[config.mk]
export PLATFORM = sky130hd
export DESIGN_NAME = uart_word_link
export DESIGN_NICKNAME = d
export VERILOG_FILES = /design/src/rtl/uart_word_link.sv
export SDC_FILE = /design/constraint.sdc
export NUM_CORES = 1
export LEC_CHECK = 0
export ABC_AREA = 1
export BUFFER_PORTS_ARGS = -buffer_cell sky130_fd_sc_hd__buf_2
export CORE_MARGIN = 2
export CORE_UTILIZATION = 45
export CTS_CLUSTER_SIZE = 40
export DETAILED_ROUTE_END_ITERATION = 16
export PLACE_DENSITY = 0.68
export SYNTH_ARGS = -nofsm -noshare
export SYNTH_HDL_FRONTEND = slang
export SYNTH_SLANG_ARGS = --single-unit
[constraint.sdc]
create_clock -name uart_clk -period 3.8 [get_ports uart_clk]
set_input_delay 0.57 -clock uart_clk [delete_from_list [all_inputs] [get_ports uart_clk]]
set_output_delay 0.57 -clock uart_clk [all_outputs]
set_load 0.03 [all_outputs]
[src/rtl/uart_word_link.sv]
// rtl/uart_word_link.sv - UART endpoint moving DATA_WIDTH-bit words as LSB-first byte frames
module uart_word_link_fifo #(
    parameter int WIDTH = 32,
    parameter int DEPTH = 4
) (
    input  logic             clk,
    input  logic             rst_n,
    input  logic             push,
    input  logic [WIDTH-1:0] wdata,
    input  logic             pop,
    output logic [WIDTH-1:0] rdata,
    output logic             full,
    output logic             empty
);
    localparam int AW = $clog2(DEPTH);

    logic [WIDTH-1:0] mem [DEPTH];
    logic [AW:0]      wr_ptr;
    logic [AW:0]      rd_ptr;
    logic             do_push;
    logic             do_pop;

    assign empty   = (wr_ptr == rd_ptr);
    assign full    = (wr_ptr[AW] != rd_ptr[AW]) && (wr_ptr[AW-1:0] == rd_ptr[AW-1:0]);
    assign do_pop  = pop && !empty;
    // A pop in the same cycle frees the slot that a push into a full FIFO needs.
    assign do_push = push && (!full || do_pop);
    assign rdata   = empty ? '0 : mem[rd_ptr[AW-1:0]];

    always_ff @(posedge clk or negedge rst_n) begin
        if (!rst_n) begin
            wr_ptr <= '0;
            rd_ptr <= '0;
        end else begin
            if (do_push) wr_ptr <= wr_ptr + 1'b1;
            if (do_pop)  rd_ptr <= rd_ptr + 1'b1;
        end
    end

    always_ff @(posedge clk) begin
        if (do_push) mem[wr_ptr[AW-1:0]] <= wdata;
    end
endmodule

module uart_word_link #(
    parameter int DATA_WIDTH   = 32,
    parameter int PARITY       = 1,
    parameter int STOP_BITS    = 1,
    parameter int CLKS_PER_BIT = 16,
    parameter int FIFO_DEPTH   = 4,
    parameter int TIMEOUT_BITS = 32
) (
    input  logic                  uart_clk,
    input  logic                  rst_n,
    input  logic                  rx,
    output logic                  tx,
    input  logic                  tx_valid,
    input  logic [DATA_WIDTH-1:0] tx_data,
    output logic                  tx_ready,
    output logic                  rx_valid,
    output logic [DATA_WIDTH-1:0] rx_data,
    input  logic                  rx_ready,
    output logic                  tx_busy,
    input  logic                  clear_err,
    output logic                  parity_err,
    output logic                  frame_err,
    output logic                  overflow
);
    localparam int BYTES      = DATA_WIDTH / 8;
    localparam int IDX_W      = (BYTES > 1) ? $clog2(BYTES) : 1;
    localparam int CNT_W      = $clog2(CLKS_PER_BIT);
    localparam int TMO_CYCLES = TIMEOUT_BITS * CLKS_PER_BIT;
    localparam int TMO_W      = $clog2(TMO_CYCLES + 1);

    localparam logic [IDX_W-1:0] LAST_IDX  = IDX_W'(BYTES - 1);
    localparam logic [CNT_W-1:0] BIT_END   = CNT_W'(CLKS_PER_BIT - 1);
    localparam logic [CNT_W-1:0] HALF_END  = CNT_W'(CLKS_PER_BIT / 2 - 1);
    localparam logic [TMO_W-1:0] TMO_END   = TMO_W'(TMO_CYCLES - 1);
    localparam logic             STOP_LAST = (STOP_BITS == 2);
    localparam logic             ODD_PAR   = (PARITY == 2);

    typedef enum logic [2:0] {
        TX_IDLE, TX_START, TX_DATA, TX_PARITY, TX_STOP
    } tx_state_t;

    typedef enum logic [2:0] {
        RX_IDLE, RX_START, RX_DATA, RX_PARITY, RX_STOP, RX_WAIT_HIGH
    } rx_state_t;

    // ---------------- transmit path ----------------
    logic [DATA_WIDTH-1:0] tx_fifo_data;
    logic                  tx_full;
    logic                  tx_empty;
    logic                  tx_pop;

    tx_state_t             tx_state;
    logic [CNT_W-1:0]      tx_cnt;
    logic [2:0]            tx_bit;
    logic                  tx_stop_n;
    logic [IDX_W-1:0]      tx_idx;
    logic [7:0]            tx_byte;
    logic [DATA_WIDTH-1:0] tx_word;
    logic                  tx_bit_end;
    logic                  tx_word_end;
    logic                  tx_level;

    assign tx_ready    = !tx_full;
    assign tx_busy     = !tx_empty || (tx_state != TX_IDLE);
    assign tx_bit_end  = (tx_cnt == BIT_END);
    assign tx_word_end = (tx_state == TX_STOP) && tx_bit_end && (tx_stop_n == STOP_LAST) &&
                         (tx_idx == LAST_IDX);
    assign tx_pop      = !tx_empty && ((tx_state == TX_IDLE) || tx_word_end);

    uart_word_link_fifo #(.WIDTH(DATA_WIDTH), .DEPTH(FIFO_DEPTH)) u_tx_fifo (
        .clk   (uart_clk),
        .rst_n (rst_n),
        .push  (tx_valid && tx_ready),
        .wdata (tx_data),
        .pop   (tx_pop),
        .rdata (tx_fifo_data),
        .full  (tx_full),
        .empty (tx_empty)
    );

    always_comb begin
        tx_level = 1'b1;
        case (tx_state)
            TX_START:  tx_level = 1'b0;
            TX_DATA:   tx_level = tx_byte[tx_bit];
            TX_PARITY: tx_level = (^tx_byte) ^ ODD_PAR;
            default:   tx_level = 1'b1;
        endcase
    end

    // tx is the registered line level, so each bit lags its state by one cycle uniformly.
    always_ff @(posedge uart_clk or negedge rst_n) begin
        if (!rst_n) begin
            tx_state  <= TX_IDLE;
            tx        <= 1'b1;
            tx_cnt    <= '0;
            tx_bit    <= '0;
            tx_stop_n <= 1'b0;
            tx_idx    <= '0;
            tx_byte   <= '0;
            tx_word   <= '0;
        end else begin
            tx <= tx_level;
            if (tx_state == TX_IDLE || tx_bit_end) tx_cnt <= '0;
            else                                   tx_cnt <= tx_cnt + 1'b1;

            case (tx_state)
                TX_IDLE: begin
                    if (tx_pop) begin
                        tx_byte  <= tx_fifo_data[7:0];
                        tx_word  <= tx_fifo_data >> 8;
                        tx_idx   <= '0;
                        tx_state <= TX_START;
                    end
                end
                TX_START: begin
                    if (tx_bit_end) begin
                        tx_bit   <= '0;
                        tx_state <= TX_DATA;
                    end
                end
                TX_DATA: begin
                    if (tx_bit_end) begin
                        if (tx_bit == 3'd7) begin
                            tx_stop_n <= 1'b0;
                            tx_state  <= (PARITY != 0) ? TX_PARITY : TX_STOP;
                        end else begin
                            tx_bit <= tx_bit + 1'b1;
                        end
                    end
                end
                TX_PARITY: begin
                    if (tx_bit_end) begin
                        tx_stop_n <= 1'b0;
                        tx_state  <= TX_STOP;
                    end
                end
                TX_STOP: begin
                    if (tx_bit_end) begin
                        if (tx_stop_n != STOP_LAST) begin
                            tx_stop_n <= 1'b1;
                        end else if (tx_idx != LAST_IDX) begin
                            tx_idx   <= tx_idx + 1'b1;
                            tx_byte  <= tx_word[7:0];
                            tx_word  <= tx_word >> 8;
                            tx_state <= TX_START;
                        end else if (tx_pop) begin
                            tx_byte  <= tx_fifo_data[7:0];
                            tx_word  <= tx_fifo_data >> 8;
                            tx_idx   <= '0;
                            tx_state <= TX_START;
                        end else begin
                            tx_state <= TX_IDLE;
                        end
                    end
                end
                default: tx_state <= TX_IDLE;
            endcase
        end
    end

    // ---------------- receive path ----------------
    logic [1:0]            rx_sync;
    logic                  rx_s;
    logic                  rx_prev;

    rx_state_t             rx_state;
    logic [CNT_W-1:0]      rx_cnt;
    logic [2:0]            rx_bit;
    logic [7:0]            rx_byte;
    logic [DATA_WIDTH-1:0] rx_word;
    logic [IDX_W-1:0]      rx_idx;
    logic                  rx_push;
    logic [TMO_W-1:0]      tmo_cnt;
    logic                  rx_full;
    logic                  rx_empty;
    logic                  rx_bit_end;
    logic                  rx_par_exp;

    assign rx_s       = rx_sync[1];
    assign rx_valid   = !rx_empty;
    assign rx_bit_end = (rx_cnt == BIT_END);
    assign rx_par_exp = (^rx_byte) ^ ODD_PAR;

    uart_word_link_fifo #(.WIDTH(DATA_WIDTH), .DEPTH(FIFO_DEPTH)) u_rx_fifo (
        .clk   (uart_clk),
        .rst_n (rst_n),
        .push  (rx_push),
        .wdata (rx_word),
        .pop   (rx_ready),
        .rdata (rx_data),
        .full  (rx_full),
        .empty (rx_empty)
    );

    always_ff @(posedge uart_clk or negedge rst_n) begin
        if (!rst_n) begin
            rx_sync <= 2'b11;
            rx_prev <= 1'b1;
        end else begin
            rx_sync <= {rx_sync[0], rx};
            rx_prev <= rx_s;
        end
    end

    // Error sets are written after the clear so a simultaneous new error keeps its flag.
    always_ff @(posedge uart_clk or negedge rst_n) begin
        if (!rst_n) begin
            rx_state   <= RX_IDLE;
            rx_cnt     <= '0;
            rx_bit     <= '0;
            rx_byte    <= '0;
            rx_word    <= '0;
            rx_idx     <= '0;
            rx_push    <= 1'b0;
            tmo_cnt    <= '0;
            parity_err <= 1'b0;
            frame_err  <= 1'b0;
            overflow   <= 1'b0;
        end else begin
            rx_push <= 1'b0;
            if (clear_err) begin
                parity_err <= 1'b0;
                frame_err  <= 1'b0;
                overflow   <= 1'b0;
            end
            if (rx_push && rx_full && !(rx_ready && rx_valid)) overflow <= 1'b1;

            case (rx_state)
                RX_IDLE: begin
                    rx_cnt <= '0;
                    if (rx_prev && !rx_s) begin
                        rx_state <= RX_START;
                    end else if (rx_idx != '0) begin
                        if (tmo_cnt == TMO_END) begin
                            frame_err <= 1'b1;
                            rx_idx    <= '0;
                            tmo_cnt   <= '0;
                        end else begin
                            tmo_cnt <= tmo_cnt + 1'b1;
                        end
                    end
                end
                RX_START: begin
                    if (rx_cnt == HALF_END) begin
                        rx_cnt   <= '0;
                        rx_bit   <= '0;
                        rx_state <= rx_s ? RX_IDLE : RX_DATA;
                    end else begin
                        rx_cnt <= rx_cnt + 1'b1;
                    end
                end
                RX_DATA: begin
                    if (rx_bit_end) begin
                        rx_cnt  <= '0;
                        rx_byte <= {rx_s, rx_byte[7:1]};
                        if (rx_bit == 3'd7) rx_state <= (PARITY != 0) ? RX_PARITY : RX_STOP;
                        else                rx_bit   <= rx_bit + 1'b1;
                    end else begin
                        rx_cnt <= rx_cnt + 1'b1;
                    end
                end
                RX_PARITY: begin
                    if (rx_bit_end) begin
                        rx_cnt <= '0;
                        if (rx_s != rx_par_exp) begin
                            parity_err <= 1'b1;
                            rx_idx     <= '0;
                            rx_state   <= RX_IDLE;
                        end else begin
                            rx_state <= RX_STOP;
                        end
                    end else begin
                        rx_cnt <= rx_cnt + 1'b1;
                    end
                end
                RX_STOP: begin
                    if (rx_bit_end) begin
                        rx_cnt <= '0;
                        if (!rx_s) begin
                            frame_err <= 1'b1;
                            rx_idx    <= '0;
                            rx_state  <= RX_WAIT_HIGH;
                        end else begin
                            rx_word[{rx_idx, 3'b000} +: 8] <= rx_byte;
                            tmo_cnt  <= '0;
                            rx_state <= RX_IDLE;
                            if (rx_idx == LAST_IDX) begin
                                rx_idx  <= '0;
                                rx_push <= 1'b1;
                            end else begin
                                rx_idx <= rx_idx + 1'b1;
                            end
                        end
                    end else begin
                        rx_cnt <= rx_cnt + 1'b1;
                    end
                end
                RX_WAIT_HIGH: begin
                    if (rx_s) rx_state <= RX_IDLE;
                end
                default: rx_state <= RX_IDLE;
            endcase
        end
    end
endmodule

==> summary.txt, run 1 <==
Timing
  – Final Hold Violating Endpoints: 0
  – Pins Over Slew Limit: 0
  – RSZ-0062 raised after global routing: no
  – Setup TNS: 0 ps
  – Slew margin rel.: a little under a quarter
  – Tcrit/Tclk final: slightly below 80%
  – Min Tclk post-route: around 3000 ps
  – Worst slew pin tran: between 1000 and 1500 ps
  – Clock skew: roughly 10 ps
  – Final setup viols: 0
  – Fmax: around 340 MHz

Finish
  – Ant diodes: 0
  – # nets final: between 1500 and 2000
  – Layout cells sized above 1: between 10% and 20%
  – Layout Cells excl Fill: about 2100
  – Commonest non-fill, non-tap cell in the layout: nand2_1
  – Fillers: between 3000 and 4000
  – Most frequent cells in the layout: 327 x nand2_1, 256 x edfxtp_1, 184 x nor2_1
  – Area Overhead vs Synth: 13.2%

Clock network
  – CTS Buf Count: 41
  – Clock Sinks: 390
  – CTS tree: yes
  – Cts hold-fix bufs: 0
  – Clock-pin slew on the worst setup and hold paths: roughly 60 ps
  – # Post-CTS Setup Buffers: 0
  – CTS H-tree lvls: 2
  – Clock buffer depth: 3
  – Clock Latency Late Sink: between 500 and 600 ps
  – Clock root cell: clkbuf_16
  – # resized after CTS: 0

Die
  – DIE HEIGHT: 196 um
  – Die Wd: just under 200 um
  – Boundary Pins: 77
  – Die area: between 30000 and 40000 um^2
  – Core Footprint: 36400 um^2
  – FP Rows: 70
  – Initial Util: between 40% and 50%

Critical path
  – CP Class: register to primary output
  – Crit path launch type: register
  – Worst endpoint data arrival time: approximately 2400 ps
  – Critical Path Sink Type: primary output
  – Crit-path max FO: 65
  – Critical Path RT: around 3200 ps
  – R2r setup slk: ~1300 ps

Hold path
  – HP Class: input pin to asynchronous set/reset pin

Global routing
  – Met3 GRT Util: 3.71%
  – Layer with the highest usage: met2
  – Global route overflow: 0
  – Global-route wire length before repair: between 50000 and 60000 um
  – Pin count of the biggest net entering global routing: 92
  – Met2 GRT Util: a little under a third
  – Vias in the first global route: ~11000
  – Met1 GRT Util: about a quarter
  – GR Util All Layers: between 10% and 20%
  – Initial antenna violation count: 2

Route
  – Routed len/inst: roughly 16 um
  – Drt first pass iters: 6
  – DR vias: roughly 11000
  – Initial DRC count: approximately 730
  – Post-route ant nets: 0
  – Residual DRC: 0
  – Routed WL: roughly 34000 um
  – Vias per inst: roughly 5.2

Pwr
  – Peak supply drop: about 410 uV
  – Leak: about 8 nW
  – Pwr/cell area: a little under 600 nW/um^2

Yosys
  – Syn nets: 1583
  – EDFF count, synth: 256
  – #FFs+latches synth: between 300 and 400
  – Distinct cells, synth: 43
  – Mapped cell area: 16600 um^2
  – Yosys warns: 0
  – Ys flop type: edfxtp_1
  – Seq/Total Area, Yosys: about two thirds
  – Post-synth ARST share: ~34%
  – Mapped Cells: between 1500 and 2000
  – Avg Synthesized Cell Area: around 11 um^2

Run
  – Max_cap viols: 0

Placement
  – GPL Wtd Cong: around 0.8
  – Detailed placer's ending HPWL: roughly 20000 um
  – Placed cell count: 2019
  – PortBufs: 76

Run status
  – Status: finished clean
==> path summary, 6_finish.rpt <==
kind | endpoint | startpoint | cells past startpoint
min in group uart_clk | rx_sync[0] | rx | 1
min reg2reg | rx_sync[1] | rx_sync[0] | 0
min | u_rx_fifo.wr_ptr[2] | rst_n | 1
max | rx_data[15] | u_rx_fifo.rd_ptr[0] | 7
max reg2reg | tx_byte[4] | tx_state[1] | 9
max in group asynchronous | rx_cnt[2] | rst_n | 2
==> final cells by class <==
type | instances | area, um^2 | area share (%)
inverter | 118 | 444 | 2.36
clock inverter | 14 | 103 | 0.546
sequential | 390 | 11000 | 58.8
tap | 468 | 586 | 3.12
multi-input combinational | 947 | 4810 | 25.6
clock buffer | 61 | 1180 | 6.29
timing repair buffer | 96 | 612 | 3.26
==> worst max-delay path, stage by stage, from the launching register on <==
cell     delay (ps)
dfrtp_2         440
inv_1            80
buf_4           530
o21ai_0         190
o22ai_1         160
nand2_1         110
inv_1            90
buf_2           190
==> power by group <==
group / internal, mW / leakage, nW / switching, mW
combinational: 0.630 / 3.13 / 1.56
clock: 2.22 / 0.628 / 1.58
sequential: 4.90 / 4.19 / 0.143
total: 7.75 / 7.95 / 3.28
==> per-stage QoR <==
step | power (mW) | instance area [um^2] | hold WS (ps) | setup WS, ps | utilization (%)
after global routing | 11.6 | 18800 | 104 | 690 | 51.6
final | 11.0 | 18800 | 95.6 | 856 | 51.6
after floorplan | 6.67 | 16600 | 274 | 817 | -
after detailed placement | 7.34 | 17500 | 347 | 1290 | 48.0
after CTS | 11.2 | 18800 | 101 | 848 | 51.6
after global placement | 7.30 | 17500 | 348 | 1340 | 48.0
==> metal layers <==
metal / vias to the layer above / share of wire [%]
li1: 5338 / -
met1: 5274 / 45
met2: 231 / 48
met3: 60 / 4.7
met4: 4 / 2.3
met5: - / 0.074
==> registers in the layout, summed over array words and instances, names as in the netlist, 3 cells and up <==
| register | count |
|---|---|
| rx_bit | 3 |
| u_tx_fifo.mem | 128 |
| u_rx_fifo.rd_ptr | 3 |
| rx_byte | 8 |
| u_rx_fifo.mem | 128 |
| u_tx_fifo.wr_ptr | 3 |
| tmo_cnt | 10 |
| tx_cnt | 4 |
| u_rx_fifo.wr_ptr | 3 |
| tx_state | 3 |
| tx_word | 32 |
| tx_bit | 3 |
| tx_byte | 8 |
| rx_cnt | 4 |
| u_tx_fifo.rd_ptr | 3 |
| rx_word | 32 |
| rx_state | 3 |
==> cell usage after synthesis, types with 2 or more instances <==
| cell type | number | share of area, % |
|---|---|---|
| a32o_1 | 32 | 1.9 |
| ha_1 | 23 | 1.7 |
| buf_6 | 3 | 0.20 |
| edfxtp_1 | 256 | 46 |
| nand2_2 | 5 | 0.19 |
| clkbuf_1 | 40 | 0.90 |
| a21oi_1 | 52 | 1.6 |
| xnor2_1 | 12 | 0.63 |
| o211ai_1 | 2 | 0.090 |
| or2_0 | 16 | 0.60 |
| xor2_1 | 13 | 0.69 |
| nand4_1 | 12 | 0.45 |
| inv_1 | 113 | 2.6 |
| o21ai_0 | 96 | 2.9 |
| buf_1 | 4 | 0.090 |
| or2_1 | 4 | 0.15 |
| o22ai_1 | 32 | 1.2 |
| buf_2 | 15 | 0.45 |
| buf_4 | 5 | 0.23 |
| or2_2 | 6 | 0.23 |
| nand2_4 | 4 | 0.27 |
| inv_2 | 3 | 0.068 |
| nand2_1 | 327 | 7.4 |
| nand3_1 | 76 | 2.3 |
| nor3_1 | 6 | 0.18 |
| dfstp_2 | 4 | 0.63 |
| nor2_1 | 192 | 4.3 |
| o21ai_2 | 24 | 1.3 |
| dfrtp_1 | 130 | 20 |
| nor2_2 | 2 | 0.075 |
==> kinds of logic after synthesis <==
group | after synthesis | share of synthesized area (%)
fa+ha+maj | 23 | 1.73
buf+inv | 185 | 4.55
xor+xnor | 25 | 1.32
compound gates | 244 | 9.24
simple gates | 655 | 16.6
flops | 390 | 66.6
Note: power is estimated with default switching activity, not from simulation.
==> run 2: changes to the inputs <==
PLACE_DENSITY = 0.71   (was 0.68)
clock period = 2.7 ns   (was 3.8 ns; I/O delays follow)
==> run 2 against run 1 <==
Final area rose by 0.62%. Global-route usage fell by 0.097 points. Critical path depth did not move. Sequential share of layout area shrank 0.36 points. Sequential power up 41%. Wire length fell by 1.5%. Largest cell class unchanged. Worst setup slack got worse by 660 ps. Clock-buffer cell count decreased by 7. Sequential cell count unchanged. Final cell count up 0.62%. Largest power group unchanged. Power up 41%. Die area is the same.
==> summary.txt, run 2 (same netlist as run 1, synthesis figures left out) <==
Timing
  – Worst slew pin tran: 947 ps (-203 ps)
  – Pins Over Slew Limit: 0 (unchanged)
  – RSZ-0062 raised after global routing: no
  – Fmax: 399 MHz
  – Hold_ws: 68.9 ps (-26.8 ps)
  – Tcrit/Tclk final: 92.8%
  – Clock skew: 13.8 ps (+3.40 ps)
  – Min Tclk post-route: 2510 ps
  – Setup TNS: 0 ps (unchanged)
  – Final setup viols: 0 (unchanged)
  – Final Hold Violating Endpoints: 0 (unchanged)
  – Slew margin rel.: 36.6% (+13 points)
  – Final WS setup: 193 ps (-663 ps)

Route
  – DR vias: 11000 (+0.62%)
  – Routed len/inst: 15.7 um (-2.1%)
  – DR top layer: met5
  – Wire length on met3: 1510 um (-5.6%)
  – Residual DRC: 0 (unchanged)
  – Vias per inst: 5.21 (about the same)
  – WL met2: 16300 um (+1.3%)
  – Post-route ant nets: 0 (unchanged)
  – Routed WL: 33100 um (-1.5%)
  – Drt first pass iters: 7 (+1)
  – Wire length on met1: 14600 um (-3.7%)
  – Initial DRC count: 777 (+6.7%)

Finish
  – Most frequent cells in the layout: 327 x nand2_1, 256 x edfxtp_1, 184 x nor2_1
  – # nets final: 1668 (+0.79%)
  – Layout Cells excl Fill: 2107 (+0.62%)
  – Design Area, Final: 18900 um^2 (+0.62%)
  – Area Overhead vs Synth: 13.9%
  – Commonest non-fill, non-tap cell in the layout: nand2_1
  – Ant diodes: 0 (unchanged)
  – Layout cells sized above 1: 14.2% (+0.75 points)

Global routing
  – Global route overflow: 0 (unchanged)
  – Global-route wire length before repair: 55300 um (-0.37%)
  – Vias in the first global route: 10900 (+0.78%)
  – GR Util All Layers: 18.0% (-0.097 points)
  – Pin count of the biggest net entering global routing: 67 (-27%)
  – Initial antenna violation count: 1 (-1)

Critical path
  – CP cell instances: inv_1 > buf_4 > o21ai_0 > o22ai_1 > nand2_1 > inv_1 > buf_2
  – Critical Path RT: 2300 ps (-930 ps)
  – Top cell by count, worst path: inv_1
  – Worst path max stage delay: 430 ps (-100 ps)
  – Crit path launch type: register
  – CP max stage cell: dfrtp_1
  – Worst path buffer plus inverter count: 4 (unchanged)
  – Crit path max-delay family: buffers and inverters
  – Crit-path max FO: 26 (-60%)
  – Worst endpoint data arrival time: 2100 ps (-270 ps)
  – CP Class: register to primary output
  – Critical Path Sink Type: primary output

Die
  – Initial Util: 45.5% (unchanged)
  – Die area: 38400 um^2 (unchanged)
  – DIE HEIGHT: 196 um (unchanged)
  – Die Wd: 196 um (unchanged)
  – FP Rows: 70 (unchanged)
  – Core Footprint: 36400 um^2 (unchanged)
  – Boundary Pins: 77 (unchanged)

Clock network
  – CTS Buf Count: 41 (unchanged)
  – Clock root cell: clkbuf_16
  – CTS H-tree lvls: 2 (unchanged)
  – Clock Latency Late Sink: 550 ps (about the same)
  – Clock Sinks: 390 (unchanged)
  – CTS tree: yes
  – Clock buffer depth: 3 (unchanged)
  – Clock-pin slew on the worst setup and hold paths: 60 ps (about the same)

Pwr
  – Clk network pwr share: 34.4% (about the same)
  – NetSw: 4.63 mW (+41%)
  – Internal power: 10.9 mW (+41%)
  – Pwr/cell area: 821 nW/um^2 (+40%)
  – Leak: 8.04 nW (+1.1%)
  – Seq pwr share: 45.8% (about the same)
  – Peak supply drop: 646 uV (+57%)
  – Logic pwr share: 19.9% (about the same)
  – Sw Share: 29.8% (+0.089 points)

Placement
  – Placed cell count: 2030 (+0.54%)
  – DP Area: 17600 um^2 (+0.54%)
  – GPL Wtd Cong: 0.783 (-1.4%)
  – PortBufs: 76 (unchanged)
  – Detailed placer's ending HPWL: 20100 um (-2.2%)
  – Dpl ws: 298 ps (-994 ps)

Run status
  – Status: finished clean

Run
  – Max_cap viols: 0 (unchanged)

Hold path
  – HP Class: input pin to register
## run 2: cell types whose count changed in the layout (fill, tap and decap cells not counted), sizes merged
cell         before  now
clkinvlp          1    2
buf              96  107
bufinv            1    2
clkinv           12   17
dlygate4sd3       0    2
clkbuf           61   54
## run 2: power by group through the flow
stage	clock network (mW)	logic (mW)	registers [mW]
global route	5.71	3.46	7.15
global placement	0	3.05	7.20
CTS	5.46	3.13	7.10
floorplan	0	2.21	7.18
detailed placement	0	3.11	7.22
finish	5.34	3.08	7.10
## run 2: layout make-up
| type | instances | area (um^2) |
|---|---|---|
| multi-input combinational | 947 | 4810 |
| inverter | 118 | 444 |
| clock inverter | 21 | 166 |
| timing repair buffer | 109 | 731 |
| fill | 3119 | 17500 |
| sequential | 390 | 11000 |
| tap | 468 | 586 |
| clock buffer | 54 | 1110 |
## run 2: final timing paths
| kind | start | depth (start not counted) | slack [ps] | end |
|---|---|---|---|---|
| max | u_rx_fifo.rd_ptr[1] | 7 | 190 | rx_data[6] |
| min | tx_data[10] | 1 | 70 | u_tx_fifo.mem[3][10] |
| max reg2reg | u_tx_fifo.rd_ptr[2] | 6 | 360 | u_tx_fifo.mem[0][19] |
| min reg2reg | rx_sync[0] | 0 | 350 | rx_sync[1] |
| max in group asynchronous | rst_n | 3 | 1560 | rx_prev |
| min in group asynchronous | rst_n | 2 | 430 | rx_word[10] |
## run 2: metal layers
layer,GRT usage [%],vias to the layer above
li1,-,5357
met1,23.0,5325
met2,31.2,231
met3,3.30,60
met4,5.84,2
met5,0,-
## run 2: through the flow
step	util (%)	power, mW
floorplan	-	9.39
global placement	48.3	10.3
detailed placement	48.3	10.3
CTS	51.9	15.7
global route	51.9	16.3
finish	51.9	15.5
## run 2: what timing repair did
action,4_1_cts,5_1_grt
resized for setup,0,1
setup buffers,0,0
hold endpoints to repair,59,0
setup endpoints to repair,0,14
hold buffers,2,0
